<file path="src/rtl/ucseq_pkg.sv">
// ucseq_pkg -- shared definitions for the microcode sequencer slice.
//   state_t          : FSM state encoding (M states carry even codes)
//   UW_*_BIT         : microword bit positions of strobes, wait bit, skip field
//   SKIP_TO_*        : skip field codes evaluated in DECODEM
//   is_m_state()     : true for the second half (M) of each two-cycle step
//   is_odd_state()   : true for the first half of each step (HALT excluded)
package ucseq_pkg;

  typedef enum logic [3:0] {
    ST_IDLE    = 4'd0,
    ST_FETCH   = 4'd1,
    ST_FETCHM  = 4'd2,
    ST_DECODE  = 4'd3,
    ST_DECODEM = 4'd4,
    ST_READ    = 4'd5,
    ST_READM   = 4'd6,
    ST_EXEC    = 4'd7,
    ST_EXECM   = 4'd8,
    ST_HALT    = 4'd9
  } state_t;

  // Microword bit positions
  localparam int UW_MAR_BIT  = 39;
  localparam int UW_IR_BIT   = 38;
  localparam int UW_MDR_BIT  = 37;
  localparam int UW_REG_BIT  = 36;
  localparam int UW_RAM_BIT  = 35;
  localparam int UW_PC_BIT   = 34;
  localparam int UW_WAIT_BIT = 33;
  localparam int UW_BE_BIT   = 32;
  localparam int UW_SKIP_HI  = 4;
  localparam int UW_SKIP_LO  = 3;

  // Skip field codes
  localparam logic [1:0] SKIP_TO_READ      = 2'd0;
  localparam logic [1:0] SKIP_TO_EXEC      = 2'd1;
  localparam logic [1:0] SKIP_TO_FETCH     = 2'd2;
  localparam logic [1:0] SKIP_TO_FETCH_ALT = 2'd3;

  function automatic logic is_m_state(input state_t s);
    return (s == ST_FETCHM) || (s == ST_DECODEM) ||
           (s == ST_READM)  || (s == ST_EXECM);
  endfunction

  // HALT has an odd code but never drives first-half strobes.
  function automatic logic is_odd_state(input state_t s);
    return (s == ST_FETCH) || (s == ST_DECODE) ||
           (s == ST_READ)  || (s == ST_EXEC);
  endfunction

endpackage

</file>
<file path="src/rtl/ucseq_if.sv">
// ucseq_if -- microaddress bus between the sequencer FSM and the
// microaddress generator.
//   instr : instruction register contents
//   state : current FSM state code
//   uaddr : microcode ROM address derived from state and instr
// Modports:
//   master : sequencer side, supplies instr/state, consumes uaddr
//   slave  : address generator side, consumes instr/state, supplies uaddr
interface ucseq_if #(
  parameter int INSTR_W = 16,
  parameter int UADDR_W = 8
) ();

  logic [INSTR_W-1:0] instr;
  logic [3:0]         state;
  logic [UADDR_W-1:0] uaddr;

  modport master (output instr, output state, input  uaddr);
  modport slave  (input  instr, input  state, output uaddr);

endinterface

</file>
<file path="src/rtl/ucseq_uaddr_gen.sv">
// ucseq_uaddr_gen -- combinational opcode decode and microaddress mapping.
//   bus.instr, bus.state : inputs (slave modport)
//   bus.uaddr            : ROM address
// Mapping:
//   FETCH/FETCHM   -> FETCH_UADDR
//   DECODE/DECODEM -> opcode
//   READ/READM     -> opcode + 2^(UADDR_W-2)
//   EXEC/EXECM     -> opcode + 2^(UADDR_W-1)
//   otherwise      -> 3
// Opcode: short form {0000, instr[MSB-1:MSB-2]} when instr[MSB]=0,
// long form instr[MSB-1:MSB-6] when instr[MSB]=1.
module ucseq_uaddr_gen
  import ucseq_pkg::*;
#(
  parameter int INSTR_W     = 16,
  parameter int UADDR_W     = 8,
  parameter int FETCH_UADDR = 2
) (
  ucseq_if.slave bus
);

  localparam logic [UADDR_W-1:0] READ_BASE = {2'b01, {(UADDR_W-2){1'b0}}};
  localparam logic [UADDR_W-1:0] EXEC_BASE = {1'b1, {(UADDR_W-1){1'b0}}};
  localparam logic [UADDR_W-1:0] FETCH_A   = UADDR_W'(FETCH_UADDR);
  localparam logic [UADDR_W-1:0] OTHER_A   = UADDR_W'(3);

  logic [5:0]         opcode;
  logic [UADDR_W-1:0] opcode_ext;

  always_comb begin
    if (bus.instr[INSTR_W-1]) begin
      opcode = bus.instr[INSTR_W-2:INSTR_W-7];
    end else begin
      opcode = {4'b0000, bus.instr[INSTR_W-2:INSTR_W-3]};
    end
  end

  assign opcode_ext = {{(UADDR_W-6){1'b0}}, opcode};

  always_comb begin
    bus.uaddr = OTHER_A;
    case (state_t'(bus.state))
      ST_FETCH,  ST_FETCHM:  bus.uaddr = FETCH_A;
      ST_DECODE, ST_DECODEM: bus.uaddr = opcode_ext;
      ST_READ,   ST_READM:   bus.uaddr = opcode_ext + READ_BASE;
      ST_EXEC,   ST_EXECM:   bus.uaddr = opcode_ext + EXEC_BASE;
      default:               bus.uaddr = OTHER_A;
    endcase
  end

endmodule

</file>
<file path="src/rtl/ucode_sequencer.sv">
// ucode_sequencer -- microcode sequencer FSM with strobe qualification.
// Ports:
//   clk, reset            : rising-edge clock, synchronous active-high reset
//   instr                 : instruction register contents
//   irq                   : interrupt request level
//   mem_ack               : memory transfer complete
//   uword                 : microword from external combinational ROM
//   uaddr                 : ROM address (combinational from state and instr)
//   state                 : current FSM state code
//   mar_load, mdr_load    : first-half (odd state) strobes
//   ir_load, reg_load, ram_load, incr_pc, be : M-state strobes
//   skip_ctl, ctrl        : unqualified uword[4:3] / uword[31:0]
//   halt, bank, irq_ack   : halted flag, interrupt bank, interrupt ack
// Configuration macro: UCSEQ_MEM_WAIT_EN -- when defined, an M state whose
// microword wait bit is set holds until mem_ack, and its strobes fire only
// in the acknowledging cycle. When undefined, mem_ack is ignored.
// Handshake: mem_ack acts as the ready for the memory transfer requested by
// the wait bit; the M state completes in the first cycle where wait bit and
// mem_ack are both 1 (or wait bit is 0). All strobes are forced low while
// reset is asserted so an abandoned instruction issues nothing.
module ucode_sequencer
  import ucseq_pkg::*;
#(
  parameter int                 INSTR_W     = 16,
  parameter int                 UWORD_W     = 40,
  parameter int                 UADDR_W     = 8,
  parameter int                 FETCH_UADDR = 2,
  parameter logic [INSTR_W-1:0] HALT_INSTR  = INSTR_W'(16'hfe00)
) (
  input  logic               clk,
  input  logic               reset,
  input  logic [INSTR_W-1:0] instr,
  input  logic               irq,
  input  logic               mem_ack,
  input  logic [UWORD_W-1:0] uword,
  output logic [UADDR_W-1:0] uaddr,
  output logic [3:0]         state,
  output logic               mar_load,
  output logic               mdr_load,
  output logic               ir_load,
  output logic               reg_load,
  output logic               ram_load,
  output logic               incr_pc,
  output logic               be,
  output logic [1:0]         skip_ctl,
  output logic [31:0]        ctrl,
  output logic               halt,
  output logic               bank,
  output logic               irq_ack
);

  state_t state_q, state_d;
  logic   bank_q, bank_d;
  logic   m_final;
  logic   odd_st;

  ucseq_if #(.INSTR_W(INSTR_W), .UADDR_W(UADDR_W)) u_bus ();

  assign u_bus.instr = instr;
  assign u_bus.state = state_q;
  assign uaddr       = u_bus.uaddr;

  ucseq_uaddr_gen #(
    .INSTR_W    (INSTR_W),
    .UADDR_W    (UADDR_W),
    .FETCH_UADDR(FETCH_UADDR)
  ) u_uaddr_gen (
    .bus(u_bus)
  );

  assign odd_st = is_odd_state(state_q);

`ifdef UCSEQ_MEM_WAIT_EN
  assign m_final = is_m_state(state_q) && (!uword[UW_WAIT_BIT] || mem_ack);
`else
  logic unused_mem_ack;
  assign unused_mem_ack = mem_ack;
  assign m_final = is_m_state(state_q);
`endif

  // State register
  always_ff @(posedge clk) begin
    if (reset) begin
      state_q <= ST_IDLE;
      bank_q  <= 1'b0;
    end else begin
      state_q <= state_d;
      bank_q  <= bank_d;
    end
  end

  // Next-state logic; M states advance only when they are final.
  always_comb begin
    state_d = state_q;
    bank_d  = bank_q;
    if (state_q == ST_FETCH) begin
      bank_d = irq;
    end
    case (state_q)
      ST_IDLE:    state_d = ST_FETCH;
      ST_FETCH:   state_d = ST_FETCHM;
      ST_FETCHM:  if (m_final) state_d = ST_DECODE;
      ST_DECODE:  state_d = (u_bus.instr == HALT_INSTR) ? ST_HALT : ST_DECODEM;
      ST_DECODEM: begin
        if (m_final) begin
          case (uword[UW_SKIP_HI:UW_SKIP_LO])
            SKIP_TO_READ:      state_d = ST_READ;
            SKIP_TO_EXEC:      state_d = ST_EXEC;
            SKIP_TO_FETCH:     state_d = ST_FETCH;
            SKIP_TO_FETCH_ALT: state_d = ST_FETCH;
            default:           state_d = ST_FETCH;
          endcase
        end
      end
      ST_READ:    state_d = ST_READM;
      ST_READM:   if (m_final) state_d = ST_EXEC;
      ST_EXEC:    state_d = ST_EXECM;
      ST_EXECM:   if (m_final) state_d = ST_FETCH;
      ST_HALT:    state_d = ST_HALT;
      default:    state_d = ST_IDLE;
    endcase
  end

  // Output logic
  always_comb begin
    mar_load = 1'b0;
    mdr_load = 1'b0;
    ir_load  = 1'b0;
    reg_load = 1'b0;
    ram_load = 1'b0;
    incr_pc  = 1'b0;
    be       = 1'b0;
    irq_ack  = 1'b0;
    if (!reset) begin
      mar_load = odd_st  & uword[UW_MAR_BIT];
      mdr_load = odd_st  & uword[UW_MDR_BIT];
      ir_load  = m_final & uword[UW_IR_BIT];
      reg_load = m_final & uword[UW_REG_BIT];
      ram_load = m_final & uword[UW_RAM_BIT];
      incr_pc  = m_final & uword[UW_PC_BIT];
      be       = m_final & uword[UW_BE_BIT];
      irq_ack  = (state_q == ST_FETCH) & irq;
    end
  end

  assign state    = state_q;
  assign halt     = (state_q == ST_HALT);
  assign bank     = bank_q;
  assign skip_ctl = uword[UW_SKIP_HI:UW_SKIP_LO];
  assign ctrl     = uword[31:0];

endmodule

</file>
<file path="config.mk">
export PLATFORM = sky130hd
export DESIGN_NAME = ucode_sequencer
export DESIGN_NICKNAME = d
export VERILOG_FILES = /design/src/rtl/ucseq_pkg.sv /design/src/rtl/ucseq_if.sv /design/src/rtl/ucseq_uaddr_gen.sv /design/src/rtl/ucode_sequencer.sv
export SDC_FILE = /design/constraint.sdc
export NUM_CORES = 1
export LEC_CHECK = 0
export CAP_MARGIN = 20
export CORE_MARGIN = 2
export CORE_UTILIZATION = 27
export CTS_BUF_LIST = sky130_fd_sc_hd__clkbuf_8 sky130_fd_sc_hd__clkbuf_16
export DETAILED_ROUTE_END_ITERATION = 7
export MAX_ROUTING_LAYER = met4
export PLACE_DENSITY = 0.95
export REMOVE_ABC_BUFFERS = 1
export SYNTH_ARGS = -nofsm -noshare
export SYNTH_HDL_FRONTEND = slang
export SYNTH_SLANG_ARGS = --single-unit
</file>
<file path="constraint.sdc">
create_clock -name clk -period 2.3 [get_ports clk]
set_input_delay 0.345 -clock clk [delete_from_list [all_inputs] [get_ports clk]]
set_output_delay 0.345 -clock clk [all_outputs]
set_load 0.01 [all_outputs]
</file>
Yosys cells after proc, flatten, opt, wreduce, memory -nomap -nowiden --
Index checks and enable logic that the tools add are counted.
Cells by class: mux-type cells 17, bitwise gates (word level) 8, add/sub/neg operators 2, eq/ne operators 17, reductions and logical operators 14
Operator list (number):
- 4-bit one-hot mux with 10 select lines | 1
- 8-bit one-hot mux with 4 select lines | 1
- 4-bit two-way mux | 5
- 16-bit equality test, second input constant | 1
- 4-bit by 3-bit equality test with 1-bit output, second input constant | 4
- 4-bit one-hot mux with 3 select lines | 1
- 2-bit OR reduction | 5
- 6-bit by 7-bit adder with 8-bit output, second input constant | 1
- 6-bit by 8-bit adder with 8-bit output, second input constant | 1
- 1-bit bitwise AND | 8
- 4-bit by 2-bit equality test with 1-bit output, second input constant | 2
- 4-bit equality test, second input constant | 2
- 1-bit two-way mux | 8
- 2-bit inequality test, second input constant | 4
- 1-bit logical OR | 6
- 6-bit two-way mux | 1
- 2-bit equality test, second input constant | 2
- 4-bit by 1-bit equality test with 1-bit output, second input constant | 1
- 4-bit logical NOT | 1
- 4-bit AND reduction | 1
- 2-bit by 1-bit equality test with 1-bit output, second input constant | 1
- 2-bit logical NOT | 1
Word-level totals: output and inout port bits 56, flip-flop bits (word level) 5, word-level logic and storage cells 60

Longest topological paths before layout --
depth after elaboration 6, mapped depth 4

By module --
A second synthesis with hierarchy kept.
Second synthesis, totals: cell total of the unflattened synthesis 102, area total of the unflattened synthesis 767.0 µm²
Modules (own cells, without submodules):
- ucode_sequencer | cells each 83, times used 1, area an instance 634.4 µm²
- ucseq_uaddr_gen | cells each 19, times used 1, area an instance 132.6 µm²

Worst setup path before layout --
OpenSTA, ideal clock, no wires.
path type register to output, start register state_q[3] (netlist: state[3]), end output halt, slack 0.810 ns, cell stages (with the launch flop) 4, buffers on the path 1, arrival time 1.145 ns, cells stage by stage dfxtp_1 > buf_4 > inv_2 > nor4b_1
On the way: longest elaborated chain between the ends 1
Ends and longest elaborated chain:
- start: declaration | line ucode_sequencer.sv:52 | state_t state_q, state_d;
- start signal: assignment | line ucode_sequencer.sv:87 | state_q <= state_d;
- 4-bit equality test | line ucode_sequencer.sv:147 | assign halt = (state_q == ST_HALT);
- end: declaration | line ucode_sequencer.sv:47 | output logic halt,
Every way passes these cells.

Final worst setup path --
start register state_q[0] (netlist: state[0]), end output reg_load
On the way: longest elaborated chain between the ends 6, elaborated cells between the ends (all ways) 9
Ends and longest elaborated chain:
- 4-bit by 2-bit equality test with 1-bit output or 4-bit by 3-bit equality test with 1-bit output (tied branches) | line ucseq_pkg.sv:41 | return (s == ST_FETCHM) || (s == ST_DECODEM) ||
- 1-bit logical OR (2 in series) | line ucseq_pkg.sv:41
- 1-bit logical OR (*) | line ucseq_pkg.sv:42 | (s == ST_READM) || (s == ST_EXECM);
- 1-bit bitwise AND (*) | line ucode_sequencer.sv:138 | reg_load = m_final & uword[UW_REG_BIT];
- 1-bit two-way mux (*) | line ucode_sequencer.sv:134 | if (!reset) begin
- end: declaration | line ucode_sequencer.sv:41 | output logic reg_load,
Mark *: on every way between the ends. The rest lies on a longest branch, timed or not.

==> flow_metrics.env <==
export IMPL_nNetsFinal=186
export IMPL_switchingPower_mw=0.118
export IMPL_clock_skew_ps=1.50
export IMPL_ys_types=38
export IMPL_crit_start="state[0]"
export IMPL_cpLargestDelayFamily="buffers and inverters"
export IMPL_worst_path_buf_inv=2
export IMPL_dp_hpwl_mm=2.95
export IMPL_fp_dieH_um=59.9
export IMPL_drt_iter0_drc=17
export IMPL_clk_insertion_delay_late_ps=220
export IMPL_numPortBuffers=53
export IMPL_internal_power_mw=0.319
export IMPL_finalHoldViolCount=0
export IMPL_dieWidth_um=59.9
export IMPL_synthCells=101
export IMPL_design_area_mm2=0.00123
export IMPL_synth_edf_count=0
export IMPL_hold_buffers=0
export IMPL_num_io_pins=116
export IMPL_seq_area_frac_synth=0.119
export IMPL_cts_max_path_buffers=2
export IMPL_wl_mm=3.32
export IMPL_diodes=0
export IMPL_grt_usage=0.180
export IMPL_clockPowerShare=0.357
export IMPL_worst_slack_ps=128
export IMPL_start_util=0.281
export IMPL_final_util=0.410
export IMPL_slew_headroom=0.786
export IMPL_leakagePower_nw=0.482
export IMPL_post_cts_repair_setup_buffers=0
export IMPL_worstPathMaxFanout=10
export IMPL_grt_max_degree=12
export IMPL_rsz0062_at_grt="false"
export IMPL_cts_sinks=5
export IMPL_cap_violations=0
export IMPL_viasPerCell=4.94
export IMPL_holdWs_ps=490
export IMPL_synthArstFlopShare=0
export IMPL_critPathCaptureType="output pin"
export IMPL_switching_share=0.270
export IMPL_slew_viol_final=0
export IMPL_wire_per_inst_um=21.0
export IMPL_path_cells="buf_4, nor4b_4, and2_1, clkdlybuf4s50_1"
export IMPL_grt_pass1_wl_mm=4.29
export IMPL_arrival_ps=1830
export IMPL_h_tree_depth=1
export IMPL_start_kind="register"
export IMPL_vias=781
export IMPL_grt_pass1_vias=696
export IMPL_drc=0
export IMPL_setup_viol=0
export IMPL_dieArea_mm2=0.00359
export IMPL_pwr_share_seq=0.246
export IMPL_synth_area_um2=845
export IMPL_critical_path_class="register to output pin"
export IMPL_power_mw=0.437
export IMPL_grt_overflow=0
export IMPL_dp_cells=154
export IMPL_synth_top_area_share=0.329
export IMPL_gp_routability_congestion=0.819
export IMPL_cts_tree="done"
export IMPL_powerDensity_mw_per_mm2=355
export IMPL_slowest_stage="clkdlybuf4s50_1"
export IMPL_clkTransAtPathRegs_ps=30
export IMPL_synth_flop_cell="dfxtp_1"
export IMPL_hold_path_class="register to register"
export IMPL_synth_area_leader_cell="buf_4"
export IMPL_area_growth_pct=45.8
export IMPL_pre_cts_ws_ps=-19.0
export IMPL_fin_tns_setup_ps=0
export IMPL_rr_startpoint="state[0]"
export IMPL_fmax_mhz=460
export IMPL_core_area_mm2=0.00300
export IMPL_place_area_mm2=0.00117
export IMPL_min_delay_start="bank"
export IMPL_p_comb_frac=0.397
export IMPL_ant_nets=0
export IMPL_cts_root_buf="clkbuf_8"
export IMPL_status="finished clean"
export IMPL_synth_seq_cells=5
export IMPL_numCtsBuffers=3
export IMPL_antenna_found_initial=0
export IMPL_std_cell_rows=20
export IMPL_finalCritPeriodShare=0.944
export IMPL_drive_above_1_share=0.168
export IMPL_synth_area_leaders="buf_4, dfxtp_1, and2_1"
export IMPL_fin_cells=158
export IMPL_first_pass_iters=4
export IMPL_critPathMaxStageDelay_ps=530
export IMPL_ys_warn_count=0
export IMPL_min_period_ps=2170
export IMPL_avgSynthCellArea_um2=8.36
export IMPL_ir_worst_vdd_uv=202
export IMPL_worst_slew_pin_slew_ps=319
export IMPL_required_ps=1960
[repair_timing]
| action | 4_1_cts | 5_1_grt |
|---|---|---|
| hold endpoints to repair | 0 | 0 |
| endpoints found under the setup margin | 8 | 11 |
| gates resized for setup | 2 | 5 |
[cells in the final DEF, fill, tap and decap left out, types with 2 or more instances in the layout]
cell type	n
a2111oi_2	2
a21o_1	2
and2_1	8
and3b_1	5
buf_4	6
clkbuf_8	3
clkdlybuf4s50_1	52
dfxtp_1	2
dfxtp_2	2
mux2i_1	2
nand3b_1	2
nor2_1	4
nor2b_1	2
nor4_1	4
nor4b_4	3
[kinds of logic after synthesis]
kind of cell           share of synthesized area
AO/OA/AOI/OAI                              0.127
XOR/XNOR                                  0.0104
buffers and inverters                      0.351
flip-flops                                 0.119
multiplexers                              0.0237
AND/OR/NAND/NOR                            0.369
[final cells by class]
| class | count | area, µm² |
|---|---|---|
| Clock buffer | 3 | 41.3 |
| Fill cell | 299 | 1770 |
| Multi-Input combinational cell | 56 | 460 |
| Tap cell | 33 | 41.3 |
| Sequential cell | 5 | 106 |
| Clock inverter | 1 | 3.75 |
| Inverter | 1 | 3.75 |
| Timing Repair Buffer | 59 | 574 |
[power by group through the flow]
stage	registers, mW	clock network (mW)	logic (mW)
final	0.108	0.156	0.174
after CTS	0.106	0.161	0.173
after detailed placement	0.107	0	0.173
after global placement	0.106	0	0.171
after global routing	0.109	0.169	0.186
after floorplan	0.111	0	0.0546
[tightest hold or removal path, stage by stage, from the launching register on]
cell	delay, ps
dfxtp_1	320
mux2i_1	60
nor2_1	70
[final timing paths]
kind                                 end  slack, ps  cells after the start
worst min register to register      bank        490                      2
worst max register to register  state[2]       1020                      4
worst max-delay path            reg_load        130                      4
worst min-delay path                bank        490                      2
[synth_stat cells (2+ instances only)]
| cell type | count |
|---|---|
| nor4b_4 | 2 |
| dfxtp_1 | 5 |
| and3b_1 | 5 |
| nor4_1 | 4 |
| buf_4 | 37 |
| and2_1 | 8 |
| nor2_1 | 4 |
| mux2i_1 | 2 |
| a21o_1 | 2 |
| nand3b_1 | 2 |
| nor2b_1 | 2 |
| a2111oi_2 | 2 |
[per-layer routing]
metal | up-vias | part of all wire | GRT usage
met5 | - | 0 | -
met4 | 0 | 0 | 0.0190
met3 | 0 | 0.24 | 0.206
met2 | 66 | 0.45 | 0.275
met1 | 341 | 0.31 | 0.152
li1 | 374 | - | -
[state kept, by name (all words and copies together), names as in the netlist]
name	cells
state	4
bank	1
No activity file was read; power rests on OpenSTA's default activity.
